--- src/rtl/cell_reveal_engine_if.sv ---
// Player command / board status bundle for cell_reveal_engine.
// master: command source (player input logic); slave: the reveal engine.
interface cell_reveal_engine_if #(
  parameter int ROWS = 8,
  parameter int COLS = 8
);
  localparam int N  = ROWS * COLS;
  localparam int RW = $clog2(ROWS);
  localparam int CW = $clog2(COLS);

  logic          btn_up;
  logic          btn_down;
  logic          btn_left;
  logic          btn_right;
  logic          btn_reveal;
  logic          btn_flag;
  logic [RW-1:0] cursor_row;
  logic [CW-1:0] cursor_col;
  logic [N-1:0]  revealed;
  logic [N-1:0]  flagged;
  logic          busy;
  logic          game_lost;
  logic          game_won;

  modport master (
    output btn_up, btn_down, btn_left, btn_right, btn_reveal, btn_flag,
    input  cursor_row, cursor_col, revealed, flagged, busy, game_lost, game_won
  );

  modport slave (
    input  btn_up, btn_down, btn_left, btn_right, btn_reveal, btn_flag,
    output cursor_row, cursor_col, revealed, flagged, busy, game_lost, game_won
  );
endinterface

--- src/rtl/cell_reveal_engine.sv ---
// Minesweeper gameplay stage: cursor, reveal/flag bitmaps and BFS flood fill
// from zero-count cells, with sticky lose/win reporting.
// Optional macro SHOW_BOMBS_ON_LOSS_EN: on a loss, expose every bomb cell and
// clear the flags on them in the same cycle game_lost rises.
module cell_reveal_engine #(
  parameter int ROWS  = 8,
  parameter int COLS  = 8,
  parameter int CNT_W = 4
) (
  input  logic                               clk,
  input  logic                               reset,
  input  logic [ROWS*COLS-1:0]               board_bomb,
  input  logic [ROWS*COLS*CNT_W-1:0]         board_count,
  input  logic [$clog2(ROWS*COLS):0]         bomb_total,
  cell_reveal_engine_if.slave                ctrl
);
  localparam int N     = ROWS * COLS;
  localparam int IDX_W = $clog2(N);
  localparam int RW    = $clog2(ROWS);
  localparam int CW    = $clog2(COLS);

  typedef enum logic [2:0] {IDLE, POP, SCAN, CHECK, LOST, WON} state_t;

  state_t           state, state_n;
  logic [N-1:0]     revealed, revealed_n;
  logic [N-1:0]     flagged, flagged_n;
  logic [RW-1:0]    row, row_n;
  logic [CW-1:0]    col, col_n;
  logic [IDX_W-1:0] cur, cur_n;
  logic [2:0]       k, k_n;

  logic             push, pop;
  logic [IDX_W-1:0] push_idx;
  logic [IDX_W-1:0] q_mem [N];
  logic [IDX_W-1:0] q_head, q_tail;
  logic [IDX_W:0]   q_cnt;
  logic             q_empty, q_full;

  logic [IDX_W-1:0] sel, nb;
  logic             nb_ok, all_safe;
  int               r0, c0, nr, nc, dr, dc;
  int unsigned      pc;

  function automatic logic [IDX_W-1:0] ptr_next(input logic [IDX_W-1:0] p);
    return (p == IDX_W'(N - 1)) ? '0 : p + IDX_W'(1);
  endfunction

  assign q_empty = (q_cnt == '0);
  assign q_full  = (q_cnt == (IDX_W+1)'(N));
  assign sel     = IDX_W'(int'(row) * COLS + int'(col));

  // Neighbour k of the popped cell; off-board positions are flagged invalid rather than wrapped.
  always_comb begin
    r0 = int'(cur) / COLS;
    c0 = int'(cur) % COLS;
    dr = 1;
    dc = 1;
    case (k)
      3'd0:    begin dr = -1; dc = -1; end
      3'd1:    begin dr = -1; dc =  0; end
      3'd2:    begin dr = -1; dc =  1; end
      3'd3:    begin dr =  0; dc = -1; end
      3'd4:    begin dr =  0; dc =  1; end
      3'd5:    begin dr =  1; dc = -1; end
      3'd6:    begin dr =  1; dc =  0; end
      default: begin dr =  1; dc =  1; end
    endcase
    nr    = r0 + dr;
    nc    = c0 + dc;
    nb_ok = (nr >= 0) && (nr < ROWS) && (nc >= 0) && (nc < COLS);
    nb    = nb_ok ? IDX_W'(nr * COLS + nc) : '0;
  end

  // Win test: every non-bomb cell revealed.
  always_comb begin
    pc = 0;
    for (int unsigned i = 0; i < N; i++) pc += 32'(revealed[i]);
    all_safe = (pc + 32'(bomb_total)) == 32'(N);
  end

  // Next-state, bitmap, cursor and queue-control logic.
  always_comb begin
    state_n    = state;
    revealed_n = revealed;
    flagged_n  = flagged;
    row_n      = row;
    col_n      = col;
    cur_n      = cur;
    k_n        = k;
    push       = 1'b0;
    pop        = 1'b0;
    push_idx   = '0;
    case (state)
      IDLE: begin
        if (ctrl.btn_reveal) begin
          if (!revealed[sel] && !flagged[sel]) begin
            revealed_n[sel] = 1'b1;
            if (board_bomb[sel]) begin
              state_n = LOST;
`ifdef SHOW_BOMBS_ON_LOSS_EN
              revealed_n = revealed_n | board_bomb;
              flagged_n  = flagged & ~board_bomb;
`endif
            end else if (board_count[int'(sel)*CNT_W +: CNT_W] == '0) begin
              push     = 1'b1;
              push_idx = sel;
              state_n  = POP;
            end else begin
              state_n = CHECK;
            end
          end
        end else if (ctrl.btn_flag) begin
          if (!revealed[sel]) flagged_n[sel] = ~flagged[sel];
        end else if (ctrl.btn_up) begin
          row_n = (row == '0) ? RW'(ROWS - 1) : row - RW'(1);
        end else if (ctrl.btn_down) begin
          row_n = (row == RW'(ROWS - 1)) ? '0 : row + RW'(1);
        end else if (ctrl.btn_left) begin
          col_n = (col == '0) ? CW'(COLS - 1) : col - CW'(1);
        end else if (ctrl.btn_right) begin
          col_n = (col == CW'(COLS - 1)) ? '0 : col + CW'(1);
        end
      end
      POP: begin
        if (q_empty) begin
          state_n = CHECK;
        end else begin
          pop     = 1'b1;
          cur_n   = q_mem[q_head];
          k_n     = '0;
          state_n = SCAN;
        end
      end
      SCAN: begin
        // Marking on push keeps every cell in the queue at most once.
        if (nb_ok && !revealed[nb] && !flagged[nb] && !board_bomb[nb]) begin
          revealed_n[nb] = 1'b1;
          if (board_count[int'(nb)*CNT_W +: CNT_W] == '0) begin
            push     = 1'b1;
            push_idx = nb;
          end
        end
        if (k == 3'd7) state_n = POP;
        else           k_n     = k + 3'd1;
      end
      CHECK:   state_n = all_safe ? WON : IDLE;
      LOST:    state_n = LOST;
      WON:     state_n = WON;
      default: state_n = IDLE;
    endcase
  end

  // FSM and game-state registers.
  always_ff @(posedge clk) begin
    if (!reset) begin
      state    <= IDLE;
      revealed <= '0;
      flagged  <= '0;
      row      <= '0;
      col      <= '0;
      cur      <= '0;
      k        <= '0;
    end else begin
      state    <= state_n;
      revealed <= revealed_n;
      flagged  <= flagged_n;
      row      <= row_n;
      col      <= col_n;
      cur      <= cur_n;
      k        <= k_n;
    end
  end

  // BFS queue pointers and occupancy.
  always_ff @(posedge clk) begin
    if (!reset) begin
      q_head <= '0;
      q_tail <= '0;
      q_cnt  <= '0;
    end else begin
      if (push && !q_full)  q_tail <= ptr_next(q_tail);
      if (pop && !q_empty)  q_head <= ptr_next(q_head);
      case ({push && !q_full, pop && !q_empty})
        2'b10:   q_cnt <= q_cnt + (IDX_W+1)'(1);
        2'b01:   q_cnt <= q_cnt - (IDX_W+1)'(1);
        default: q_cnt <= q_cnt;
      endcase
    end
  end

  // BFS queue storage.
  always_ff @(posedge clk) begin
    if (push && !q_full) q_mem[q_tail] <= push_idx;
  end

  assign ctrl.cursor_row = row;
  assign ctrl.cursor_col = col;
  assign ctrl.revealed   = revealed;
  assign ctrl.flagged    = flagged;
  assign ctrl.busy       = (state == POP) || (state == SCAN);
  assign ctrl.game_lost  = (state == LOST);
  assign ctrl.game_won   = (state == WON);
endmodule

--- src/flat_wrapper.sv ---
// flat-port wrapper written by rule: the top's interface ports become plain ports
module cell_reveal_engine_flat 
#(
  parameter int ROWS  = 8,
  parameter int COLS  = 8,
  parameter int CNT_W = 4
)
  (clk, reset, board_bomb, board_count, bomb_total, ctrl_btn_up, ctrl_btn_down, ctrl_btn_left, ctrl_btn_right, ctrl_btn_reveal, ctrl_btn_flag, ctrl_cursor_row, ctrl_cursor_col, ctrl_revealed, ctrl_flagged, ctrl_busy, ctrl_game_lost, ctrl_game_won);
  cell_reveal_engine_if #(.ROWS(ROWS), .COLS(COLS)) ctrl_i ();
  input  logic clk;
  input  logic reset;
  input  logic [ROWS*COLS-1:0] board_bomb;
  input  logic [ROWS*COLS*CNT_W-1:0] board_count;
  input  logic [$clog2(ROWS*COLS):0] bomb_total;
  input wire logic [$bits(ctrl_i.btn_up)-1:0] ctrl_btn_up;
  input wire logic [$bits(ctrl_i.btn_down)-1:0] ctrl_btn_down;
  input wire logic [$bits(ctrl_i.btn_left)-1:0] ctrl_btn_left;
  input wire logic [$bits(ctrl_i.btn_right)-1:0] ctrl_btn_right;
  input wire logic [$bits(ctrl_i.btn_reveal)-1:0] ctrl_btn_reveal;
  input wire logic [$bits(ctrl_i.btn_flag)-1:0] ctrl_btn_flag;
  output wire logic [$bits(ctrl_i.cursor_row)-1:0] ctrl_cursor_row;
  output wire logic [$bits(ctrl_i.cursor_col)-1:0] ctrl_cursor_col;
  output wire logic [$bits(ctrl_i.revealed)-1:0] ctrl_revealed;
  output wire logic [$bits(ctrl_i.flagged)-1:0] ctrl_flagged;
  output wire logic [$bits(ctrl_i.busy)-1:0] ctrl_busy;
  output wire logic [$bits(ctrl_i.game_lost)-1:0] ctrl_game_lost;
  output wire logic [$bits(ctrl_i.game_won)-1:0] ctrl_game_won;
  assign ctrl_i.btn_up = ctrl_btn_up;
  assign ctrl_i.btn_down = ctrl_btn_down;
  assign ctrl_i.btn_left = ctrl_btn_left;
  assign ctrl_i.btn_right = ctrl_btn_right;
  assign ctrl_i.btn_reveal = ctrl_btn_reveal;
  assign ctrl_i.btn_flag = ctrl_btn_flag;
  assign ctrl_cursor_row = ctrl_i.cursor_row;
  assign ctrl_cursor_col = ctrl_i.cursor_col;
  assign ctrl_revealed = ctrl_i.revealed;
  assign ctrl_flagged = ctrl_i.flagged;
  assign ctrl_busy = ctrl_i.busy;
  assign ctrl_game_lost = ctrl_i.game_lost;
  assign ctrl_game_won = ctrl_i.game_won;
  cell_reveal_engine #(.ROWS(ROWS), .COLS(COLS), .CNT_W(CNT_W)) u_core (.clk(clk), .reset(reset), .board_bomb(board_bomb), .board_count(board_count), .bomb_total(bomb_total), .ctrl(ctrl_i));
endmodule
--- config.mk ---
export PLATFORM = sky130hd
export DESIGN_NAME = cell_reveal_engine_flat
export DESIGN_NICKNAME = d
export VERILOG_FILES = /design/src/rtl/cell_reveal_engine_if.sv /design/src/rtl/cell_reveal_engine.sv /design/src/flat_wrapper.sv
export SDC_FILE = /design/constraint.sdc
export NUM_CORES = 1
export LEC_CHECK = 0
export ABC_CLOCK_PERIOD_IN_PS = 13300
export CORE_ASPECT_RATIO = 1.2
export CORE_MARGIN = 4
export CORE_UTILIZATION = 45
export DETAILED_ROUTE_END_ITERATION = 12
export PLACE_DENSITY_LB_ADDON = 0.2
export SLEW_MARGIN = 20
export SYNTH_ARGS = -nofsm -noshare
export SYNTH_HDL_FRONTEND = slang
export SYNTH_SLANG_ARGS = --single-unit
--- constraint.sdc ---
create_clock -name clk -period 13.3 [get_ports clk]
set_input_delay 2.66 -clock clk [delete_from_list [all_inputs] [get_ports clk]]
set_output_delay 2.66 -clock clk [all_outputs]
set_load 0.01 [all_outputs]
* After elaboration in Yosys (flattened, before gate mapping)
Memory sizes are Yosys's and may differ from the RTL's. A register that Yosys moved wholly into a read port is not among the register bits.
Index checks and enable logic that the tools add are counted.
Widths: inputs -> output; s select.
** Storage, ports and cells
- Register bits :: 159
- Latch bits :: 0
- Memory bits (writable) :: 384
- ROM bits :: 0
- Memories kept :: 1
** Memory list
- u_core.q_mem :: words 64, bits a word 6, read ports 1, clocked after memory_dff 1, write ports 1, line cell_reveal_engine.sv:34 : logic [IDX_W-1:0] q_mem [N];
** Operators by class
- Add/sub/neg operators :: 77
- $mul :: 0
- Divide/modulo/power cells :: 0
- Magnitude comparators :: 8
- Eq/ne operators :: 26
- Shift operators :: 2
- Muxes and demuxes :: 64
- Bitwise gates (word level) :: 9
- Reductions and logical operators :: 43
** Operator list (count)
- $add 32x1->32 :: 62
- $shiftx 256x9->4 :: 2
- $mux 64 :: 3
- $or 64x64->64 :: 2
- $pmux 32 s2 :: 2
- $pmux 64 s2 :: 1
- $add 4x32->32 :: 2
- $bwmux 64 :: 1
- $ge 32x1->1 const B :: 2
- $lt 32x5->1 const B :: 2
- $mux 6 :: 9
- $mux 3 :: 15
- $bmux 1 s6 :: 6
- $add 32x7->32 :: 1
- $eq 32x7->1 const B :: 1
- $eq 3x3->1 const B :: 8
- $mux 1 :: 19
- $pmux 3 s6 :: 1
- $lt 6x7->1 const B :: 2
- $pmux 7 s2 :: 1
- $add 6x1->6 const B :: 2
- $demux 1 s6 :: 2
- $eq 3x2->1 const B :: 4
- $eq 6x6->1 const B :: 2
- 32 further kinds :: 77

* Longest topological paths before layout
- Depth in word-level cells :: 67
- Depth in mapped cells :: 41
- Depth with buffers taken out :: 38

* Worst setup path after synthesis
Ideal clock, no wire load.
- Path type :: input-to-reg
- Start point :: input port bomb_total[0]
- End point :: register u_core.state[0]
- Library setup time :: 0.086 ns
- Arrival :: 8.426 ns
- Required time :: 13.214 ns
- Slack :: 4.789 ns
- Stages on the path :: 20
- Path buffers :: 0
- Cell sequence :: inv_1 fa_1 inv_1 fa_1 fa_1 fa_1 fa_1 fa_1 inv_1 fa_1 fa_1 inv_1 ha_1 fa_1 or4b_2 nor3_1 nand4_1 o211ai_1 nand2_1 a211oi_1
** Between the ends
- Word-level cells in the longest chain between the ends :: 4
** RTL lines
- from (decl) :: line flat_wrapper.sv:14 : input logic [$clog2(ROWS*COLS):0] bomb_total;
- $add 32x7->32 :: line cell_reveal_engine.sv:78 : all_safe = (pc + 32'(bomb_total)) == 32'(N);
- $eq 32x7->1 :: line cell_reveal_engine.sv:78
- $mux 3 :: line cell_reveal_engine.sv:146 : CHECK: state_n = all_safe ? WON : IDLE;
- $pmux 3 s6 :: line cell_reveal_engine.sv:93 : case (state)
- to (signal assigned) :: line cell_reveal_engine.sv:164 : state <= state_n;
- to (decl) :: line cell_reveal_engine.sv:24 : state_t state, state_n;
No other way between the ends.
A chain may end at the register's enable or synchronous reset.

* Worst setup path after layout
- Start point :: register u_core.k[0]
- End point :: register u_core.q_cnt[6]
** Between the ends
- Word-level cells in the longest chain between the ends :: 20
- Elaborated cells on any way between the ends :: 46
- Those cells by class :: 3 x add/sub; 4 x order compare; 8 x eq/ne; 1 x shift; 13 x mux; 17 x reduce/logical
** RTL lines
- from (decl) :: line cell_reveal_engine.sv:30 : logic [2:0] k, k_n;
- from (signal assigned) :: line cell_reveal_engine.sv:170 : k <= k_n;
- parallel branches: the longest is 15 deep, another holds $add 4x32->32
- $mux 1 * :: line cell_reveal_engine.sv:136 : if (nb_ok && !revealed[nb] && !flagged[nb] && !board_bomb[nb]) begin
- $pmux 1 s2 * :: line cell_reveal_engine.sv:93
- $logic_and 1x1->1 * :: line cell_reveal_engine.sv:183 : case ({push && !q_full, pop && !q_empty})
- $eq 2x1->1 or $eq 2x2->1 (tied branches) :: line cell_reveal_engine.sv:183
- $pmux 7 s2 or $reduce_bool 2->1 (tied branches)
- to (signal assigned) :: line cell_reveal_engine.sv:184 : 2'b10: q_cnt <= q_cnt + (IDX_W+1)'(1);
- to (signal assigned) :: line cell_reveal_engine.sv:185 : 2'b01: q_cnt <= q_cnt - (IDX_W+1)'(1);
- to (signal assigned) :: line cell_reveal_engine.sv:186 : default: q_cnt <= q_cnt;
- to (decl) :: line cell_reveal_engine.sv:36 : logic [IDX_W:0] q_cnt;
Every way passes the cells marked *. The select of a mux whose other input is x is not followed.

==> flow_summary_export.csv <==
group,metric,value,unit
yosys,synth_cell_types,92,
global_routing,antenna_found_initial,6,
detailed_routing,viasPerCell,6.57,
pwr,p_per_area,111,mW/mm2
pwr,total_leakage_power,12.3,nW
critical_path,rr_worst_depth,33,
floorplanning,pin_count,472,
critical_path,arrival,9.65,ns
placed_design,dp_hpwl,102000,um
yosys,syn_nets,3189,
critical_path,cp_slowest_stage_delay,0.80,ns
clock_tree,ctsHoldBuffers,0,
timing,hold_ws,0.507,ns
timing,final-setup-viol-count,0,
yosys,synth_ff_type,"edfxtp_1",
critical_path,cp_num_buf_inv,6,
outcome,status,"finished clean",
clock_tree,path_clk_slew,0.06,ns
timing,drv_slew,0,
detailed_routing,drtPass1Iterations,8,
yosys,synth_area_per_cell,11.4,um2
global_routing,grt_pass1_vias,26800,
timing,fmax,108,MHz
yosys,syn-cell-area,0.0310,mm2
finish,area_growth,24.2,%
global_routing,grt_start_max_net_pins,83,
detailed_routing,wire_per_inst,34.3,um
critical_path,crit_cells,33,
yosys,yosys.area_share.simple,0.144,
detailed_routing,initialDrtViolationCount,2598,
critical_path,critPathTopFamily,"compound AO/OA/AOI/OAI gates",
timing,fin_crit_sh,0.694,
yosys,ys_ff_latch,549,
timing,rsz0062_at_grt,"no",
finish,final_common_cell,"clkdlybuf4s50_1",
yosys,synth-compound-area-share,0.124,
yosys,synth_top_family_by_area,"simple AND/OR/NAND/NOR gates",
finish,nNetsFinal,3590,
critical_path,path_max_fanout,35,
critical_path,slowest_stage,"a21oi_1",
yosys,yosysWarnings,0,
timing,fin_tns_setup,0,ns
finish,final_cell_mix,"471 x clkdlybuf4s50_1, 384 x edfxtp_1, 236 x nand2_1",
yosys,yosysSeqAreaShare,0.478,
yosys,synthArstFlopShare,0,
critical_path,critical_path.startpoint_type,"register",
finish,drive_gt1_frac,0.132,
clock_tree,cts_max_level,2,
hold_path,whs_path_depth,2,
detailed_routing,routed_wl,140000,um
job,max_cap_viol_count,0,
timing,finalHoldViolCount,0,
timing,finalCriticalPeriod,9.23,ns
finish,fill_cells,5705,
global_routing,grt_pass1_wl,196000,um
critical_path,cp.required,13.72,ns
pwr,ir_worst_vdd,0.128,mV
clock_tree,cts_setup_buffers,0,
global_routing,gr-total-overflow,0,
clock_tree,numCtsBuffers,51,
critical_path,critPathKind,"register to register",
yosys,synth_edf_count,384,
clock_tree,worstSkewPairLatency,0.61,ns
timing,tightest_slew,1.24,ns
clock_tree,cts_sinks,549,
detailed_routing,remaining_drc_errors,0,
clock_tree,clk_path_buf_depth,3,
detailed_routing,dr_total_vias,26800,
timing,slew_headroom,0.170,
yosys,synth_cells,2720,
timing,clock_skew,0.0416,ns
yosys,synth_xor_area_frac,0.00565,
floorplanning,die_h,296,um
finish,utilization,0.564,
critical_path,critPathCaptureType,"register",
hold_path,hold_class,"register to register",
clock_tree,cts_tree,"done",
global_routing,grt_usage,0.374,
floorplanning,core_area,0.0683,mm2
placed_design,portBuffers,471,
placed_design,place.gp.congestion,1.06,
floorplanning,initial_core_util,0.454,
floorplanning,rows,105,
clock_tree,clockRootBuffer,"clkbuf_16",
yosys,synth.area.mux_share,0.138,
floorplanning,fp.dieArea,0.0732,mm2
floorplanning,die_w,248,um
detailed_routing,ant_nets,0,
clock_tree,ctsResizeCount,0,
yosys,synth_fa_ha_area_frac,0.0683,
-- layer usage --
layer  track usage  wire [um]  up-vias
met2         0.619      67500     1705
met3        0.0923      11700      601
met4         0.331      15400        6
met1         0.395      45300    13200
met5             0         37        -
li1              -          -    11300
-- Yosys cell counts (all sizes together) (14+ instances only) --
master | number | area share
o211ai | 19 | 0.0046
a31oi | 15 | 0.0030
o21ai | 86 | 0.014
inv | 112 | 0.014
nor3 | 72 | 0.012
buf | 87 | 0.014
a211oi | 15 | 0.0036
edfxtp | 384 | 0.37
clkbuf | 111 | 0.013
or3 | 20 | 0.0040
nor4 | 120 | 0.033
nor2 | 238 | 0.029
a21oi | 174 | 0.028
a22oi | 26 | 0.0063
o31ai | 15 | 0.0036
fa | 59 | 0.038
ha | 75 | 0.030
mux2 | 21 | 0.0076
nand4 | 22 | 0.0046
mux4 | 145 | 0.11
nand2 | 236 | 0.029
nand3 | 82 | 0.013
and3 | 14 | 0.0028
dfxtp | 165 | 0.11
mux2i | 79 | 0.025
nor2b | 16 | 0.0032
o22ai | 93 | 0.019
-- report_power, final --
part           switching [W]  internal, W  total [W]
sequential         0.0000484      0.00183    0.00188
combinational       0.000605     0.000323   0.000929
clock               0.000665     0.000792    0.00146
-- logic make-up (layout without fill, tap and decap cells) --
group,Yosys count,count (layout)
buffers and inverters,310,754
other,0,4
and+or+nand+nor,873,873
DFF,549,549
muxes,245,245
adders and majority gates,134,134
AOI/OAI and AO/OA,589,589
xor gates and xnor gates,20,20
-- registers in the layout, indices dropped and copies added (netlist names) --
signal	flops
u_core.ctrl.flagged	64
u_core.state	3
u_core.ctrl.revealed	64
u_core.k	3
u_core.ctrl.cursor_col	3
u_core.q_mem	384
u_core.q_head	6
u_core.q_cnt	7
u_core.cur	6
u_core.q_tail	6
u_core.ctrl.cursor_row	3
-- worst min-delay path: stages, from the launching register on --
cell and delay, ns:
dfxtp_1 0.34, nand2_1 0.06, a21oi_1 0.06
-- per-stage QoR --
| stage | std cells | worst slack, ns | power, W | area (um2) |
|---|---|---|---|---|
| finish | 4077 | 4.07 | 0.00426 | 38500 |
| floorplan | 2720 | 4.79 | 0.00239 | 31000 |
| global route | 4074 | 3.36 | 0.00439 | 38500 |
| CTS | 4069 | 4.16 | 0.00425 | 38400 |
| global placement | 3972 | 4.06 | 0.00279 | 36700 |
| detailed placement | 3973 | 4.04 | 0.00280 | 36800 |
-- worst paths after layout --
| path | slack (ns) | endpoint | startpoint |
|---|---|---|---|
| max | 4.07 | u_core.q_cnt[6]$_SDFFE_PN0P_ | u_core.k[0]$_SDFFE_PN0P_ |
| min | 0.51 | u_core.ctrl.flagged[14]$_SDFFE_PN0P_ | u_core.ctrl.flagged[14]$_SDFFE_PN0P_ |
| max reg2reg | 4.07 | u_core.q_cnt[6]$_SDFFE_PN0P_ | u_core.k[0]$_SDFFE_PN0P_ |
| min reg2reg | 0.51 | u_core.ctrl.flagged[14]$_SDFFE_PN0P_ | u_core.ctrl.flagged[14]$_SDFFE_PN0P_ |
-- cell type report --
type,instances,area (um2),area share
antenna,4,10.0,0.000260
clock buffer,60,1310,0.0340
clock inverter,36,347,0.00899
inverter,112,423,0.0110
multi-input combinational,1861,15200,0.393
sequential,549,14900,0.385
tap,909,1140,0.0295
timing repair buffer,546,5310,0.138
No activity file was read; power rests on OpenSTA's default activity.
